### config.mk
export PLATFORM = sky130hd
export DESIGN_NAME = addrc_multi_cu
export DESIGN_NICKNAME = d
export VERILOG_FILES = /design/src/rtl/addrc_multi_cu.sv
export SDC_FILE = /design/constraint.sdc
export NUM_CORES = 1
export LEC_CHECK = 0
export CAP_MARGIN = 0
export CORE_AREA = 2 2 39 41
export CTS_BUF_LIST = sky130_fd_sc_hd__clkbuf_8
export DETAILED_ROUTE_END_ITERATION = 16
export DIE_AREA = 0 0 41 43
export PLACE_DENSITY = 0.61
export RECOVER_POWER = 50
export SLEW_MARGIN = 40
export SYNTH_ARGS = -nofsm -noshare
export SYNTH_HDL_FRONTEND = slang
export SYNTH_SLANG_ARGS = --single-unit
### constraint.sdc
create_clock -name clk -period 3.2 [get_ports clk]
set_input_delay 0.32 -clock clk [delete_from_list [all_inputs] [get_ports clk]]
set_output_delay 0.32 -clock clk [all_outputs]
set_load 0.03 [all_outputs]
### src/rtl/addrc_multi_cu.sv
`default_nettype none
// addrc_multi_cu: multi-word load sequencer (IDLE/LOAD/GAP_W/DONE) with stall, inter-word gap and abort.
// Revision 1.0
module addrc_multi_cu #(
  parameter int NUM_WORDS = 4,
  parameter int IDX_W     = 2,
  parameter int GAP       = 0
) (
  input  logic             clk,
  input  logic             rst,
  input  logic             start,
  input  logic [IDX_W-1:0] count,
  input  logic             stall,
  input  logic             abort,
  output logic             ready,
  output logic             ld,
  output logic [IDX_W-1:0] ld_idx,
  output logic             busy,
  output logic             done
);

  localparam logic [1:0] S_IDLE = 2'd0;
  localparam logic [1:0] S_LOAD = 2'd1;
  localparam logic [1:0] S_GAPW = 2'd2;
  localparam logic [1:0] S_DONE = 2'd3;

  localparam int GW = (GAP > 1) ? $clog2(GAP) : 1;

  localparam logic [GW-1:0]    C_GAP_LAST = GW'((GAP > 0) ? (GAP - 1) : 0);
  localparam logic [IDX_W-1:0] C_LAST_MAX = IDX_W'(NUM_WORDS - 1);
  localparam logic [IDX_W:0]   C_NUM_EXT  = (IDX_W + 1)'(NUM_WORDS);

  logic [1:0]       ps_q, ps_d;
  logic [IDX_W-1:0] idx_q, idx_d;
  logic [IDX_W-1:0] last_q, last_d;
  logic [GW-1:0]    gap_q, gap_d;
  logic [IDX_W-1:0] last_w;

  // The last index is stored rather than the count so NUM_WORDS = 2**IDX_W still fits.
  assign last_w = ((count == '0) || ({1'b0, count} > C_NUM_EXT)) ? C_LAST_MAX
                                                                : count - IDX_W'(1);

  always_comb begin
    ps_d   = ps_q;
    idx_d  = idx_q;
    last_d = last_q;
    gap_d  = gap_q;
    case (ps_q)
      S_IDLE: begin
        if (start) begin
          last_d = last_w;
          idx_d  = '0;
          gap_d  = '0;
          ps_d   = S_LOAD;
        end
      end
      S_LOAD: begin
        if (abort) begin
          ps_d  = S_IDLE;
          idx_d = '0;
        end else if (!stall) begin
          if (idx_q == last_q) begin
            ps_d = S_DONE;
          end else begin
            idx_d = idx_q + IDX_W'(1);
            gap_d = '0;
            ps_d  = (GAP == 0) ? S_LOAD : S_GAPW;
          end
        end
      end
      S_GAPW: begin
        if (abort) begin
          ps_d  = S_IDLE;
          idx_d = '0;
          gap_d = '0;
        end else if (gap_q == C_GAP_LAST) begin
          gap_d = '0;
          ps_d  = S_LOAD;
        end else begin
          gap_d = gap_q + GW'(1);
        end
      end
      S_DONE: begin
        ps_d = S_IDLE;
      end
      default: begin
        ps_d  = S_IDLE;
        idx_d = '0;
        gap_d = '0;
      end
    endcase
  end

  always_ff @(posedge clk or negedge rst) begin
    if (!rst) begin
      ps_q   <= S_IDLE;
      idx_q  <= '0;
      last_q <= '0;
      gap_q  <= '0;
    end else begin
      ps_q   <= ps_d;
      idx_q  <= idx_d;
      last_q <= last_d;
      gap_q  <= gap_d;
    end
  end

  assign ready  = (ps_q == S_IDLE);
  assign busy   = (ps_q == S_LOAD) || (ps_q == S_GAPW);
  assign ld     = (ps_q == S_LOAD) && !stall && !abort;
  assign ld_idx = idx_q;
  assign done   = (ps_q == S_DONE);

endmodule
`default_nettype wire

==> flow_metrics.py <==
metrics = {
    "clock_tree": {
        "cts.htree.levels": 1,
        "ctsHoldBuffers": 0,
        "root_buffer": "clkbuf_8",
        "postCtsSetupRepairBufs": 0,
        "cts_resized": 0,
        "clock_latency_ps": 220,
        "tritoncts": "yes",
        "cts_buffers": 3,
        "clk_path_buf_depth": 2,
        "cts_sinks": 6,
        "path_clk_slew_ps": 30,
    },
    "critical_path": {
        "cpPeakStageDelay_ps": 670,
        "crit_cells": 5,
        "crit_slowest_cell": "clkdlybuf4s50_1",
        "crit_required_ps": 2880,
        "crit_fanout": 4,
        "path_buf_inv": 2,
        "cp-end-kind": "output port",
        "crit_type": "reg2out",
        "crit_chain": "inv_1 > ha_1 > nand2b_1 > nor2_1 > clkdlybuf4s50_1",
        "critPathArrivalTime_ps": 1740,
        "ff2ff_path_depth": 6,
        "cp_top_family": "buffers and inverters",
        "crit_path_start_kind": "register",
    },
    "grt": {
        "grt_pass1_wl_um": 1250,
        "grt_pass1_vias": 306,
        "grt_overflow_total": 0,
        "grt_max_degree": 7,
        "grt_usage_pct": 11.3,
        "antenna_found_initial": 0,
    },
    "yosys": {
        "netlist_area_um2": 428,
        "synth_ff_type": "dfrtp_1",
        "synth-seq-area-share_pct": 35.1,
        "syn_inst": 41,
        "ys_ff_latch": 6,
        "syn_avg_cell_area_um2": 10.4,
        "yosys-top-cells-area": "dfrtp_1 35%, ha_1 18%, nand3_2 4.7%, inv_1 4.4%, xnor2_1 4.1%",
        "yosys.cell_types.count": 21,
        "synth_top_area_share_pct": 35.1,
        "synth_area_leader_cell": "dfrtp_1",
        "yosys_warnings": 0,
        "synth_fp_nets": 54,
        "synth-edff-count": 0,
        "synth_commonest_cells": "6 x dfrtp_1, 6 x ha_1, 5 x inv_1, 3 x nor2_1",
        "ys_async_sr_fraction_pct": 100,
    },
    "sta": {
        "max_slew_margin_pct": 69.4,
        "tightest_slew_ps": 459,
        "finalSetupViolCount": 0,
        "period_needed_ps": 2060,
        "fin_tns_setup_ps": 0,
        "hold_viol": 0,
        "fin_crit_sh_pct": 64.2,
        "clock_skew_ps": 2.34,
        "whs_ps": 408,
        "finalMaxSlewViolations": 0,
        "fmax_ghz": 0.487,
        "rsz0062_at_grt": "no",
    },
    "drt": {
        "route.met3.wl_um": 43,
        "drtAntennaViolNets": 0,
        "first_iter_violations": 0,
        "top_layer": "met4",
        "vias_per_cell": 4.56,
        "wl_per_cell_um": 10.5,
        "firstDrtPassIters": 1,
        "dr_wl_met2_um": 303,
        "wl_met1_um": 385,
        "drt_wl_total_um": 755,
        "route.detailed.drc": 0,
        "vias": 328,
    },
    "floorplan": {
        "start_util_pct": 30.9,
        "core_um2": 1380,
        "fp.dieH_um": 43,
        "die_w_um": 41,
        "io_pins": 13,
        "rows": 14,
        "dieArea_um2": 1760,
    },
    "run_status": {
        "status": "completed",
    },
    "power": {
        "peakVddDrop_mv": 0.487,
        "p_leak_nw": 0.267,
        "powerDensity_nw_per_um2": 881,
    },
    "finish": {
        "n_antenna_cell": 0,
        "area_growth_syn_to_layout_pct": 39.8,
        "finalNonFillerCells": 72,
        "multi_input_area_um2": 248,
        "nNetsFinal": 71,
        "final_layout_size_suffix_gt1_share_pct": 12.5,
        "fin_util_pct": 43.2,
        "fillers": 137,
        "seqCellArea_um2": 150,
    },
    "placed_design": {
        "placedCellCount": 69,
        "gp_congestion": 0.686,
        "port_buffers": 12,
    },
    "flow_run": {
        "drv_cap": 0,
    },
    "min_path": {
        "min_path_type": "in2async",
    },
}
## logic make-up (layout without fill, tap and decap cells)
family	Yosys count	after routing	share of synthesized area (%)
AOI/OAI and AO/OA	10	10	18.1
xor gates and xnor gates	2	2	4.09
adders and majority gates	6	6	17.5
buffers and inverters	5	20	4.39
DFF	6	6	35.1
muxes	1	1	3.51
and+or+nand+nor	11	11	17.3
## metal layers
metal,vias up,GRT usage [%]
li1,175,-
met1,141,14.5
met2,10,13.8
met3,2,3.14
met4,0,12.0
met5,-,0
## cells in the final DEF (no fill, tap or decap)
| cell type | n |
|---|---|
| a41oi_1 | 1 |
| a31oi_1 | 1 |
| and2b_1 | 1 |
| ha_1 | 6 |
| xnor2_1 | 2 |
| o2bb2ai_1 | 1 |
| o2111ai_1 | 1 |
| o21ai_1 | 1 |
| o31ai_1 | 1 |
| nor2b_2 | 1 |
| nand2b_1 | 2 |
| o22ai_1 | 1 |
| nor2b_1 | 1 |
| nand3b_1 | 1 |
| nand3_2 | 2 |
| a21oi_1 | 3 |
| clkdlybuf4s50_1 | 10 |
| mux2_4 | 1 |
| inv_1 | 5 |
| clkbuf_8 | 3 |
| dlygate4sd3_1 | 2 |
| nor2_1 | 3 |
| dfrtp_1 | 6 |
## worst paths after layout
path / slack (ps) / startpoint / endpoint
setup / recovery: 1150 / ps_q[1]$_DFFE_PN0P_ / ld
hold / removal: 410 / rst / ld_idx[1]$_DFFE_PN0P_
setup reg to reg: 1320 / ps_q[0]$_DFFE_PN0P_ / ld_idx[0]$_DFFE_PN0P_
hold reg to reg: 550 / ld_idx[1]$_DFFE_PN0P_ / ld_idx[1]$_DFFE_PN0P_
max in group asynchronous: 2580 / rst / ps_q[0]$_DFFE_PN0P_
min in group clk: 550 / ld_idx[1]$_DFFE_PN0P_ / ld_idx[1]$_DFFE_PN0P_
## registers in the layout (all words and copies together), names as in the netlist
name,cells
ld_idx,2
last_q,2
ps_q,2
## power by group
group          switching (W)  internal (W)  total [W]  leakage (nW)
Combinational       0.000156      0.000131   0.000287         0.172
Sequential         0.0000259      0.000105   0.000131        0.0739
Clock              0.0000281     0.0000804   0.000109        0.0216
## layout make-up
type | instances | area share (%)
multi-input combinational | 30 | 41.4
timing repair buffer | 12 | 20.1
tap | 16 | 3.35
inverter | 5 | 3.14
sequential | 6 | 25.1
clock buffer | 3 | 6.90
## worst register-to-register path, stage by stage (launching register included)
cell	delay (ps)
dfrtp_1	370
inv_1	90
ha_1	280
nor2b_1	160
a21oi_1	380
nand3_2	150
mux2_4	340
## stage by stage
stage	worst slack (ps)	power (W)	instance area [um^2]
4_1_cts	1130	0.000541	609
2_1_floorplan	1490	0.000341	428
3_3_place_gp	1180	0.000429	568
5_1_grt	1010	0.000563	598
3_5_place_dp	1150	0.000428	568
6_report	1150	0.000527	598
Power figures use the tool's default switching activity.
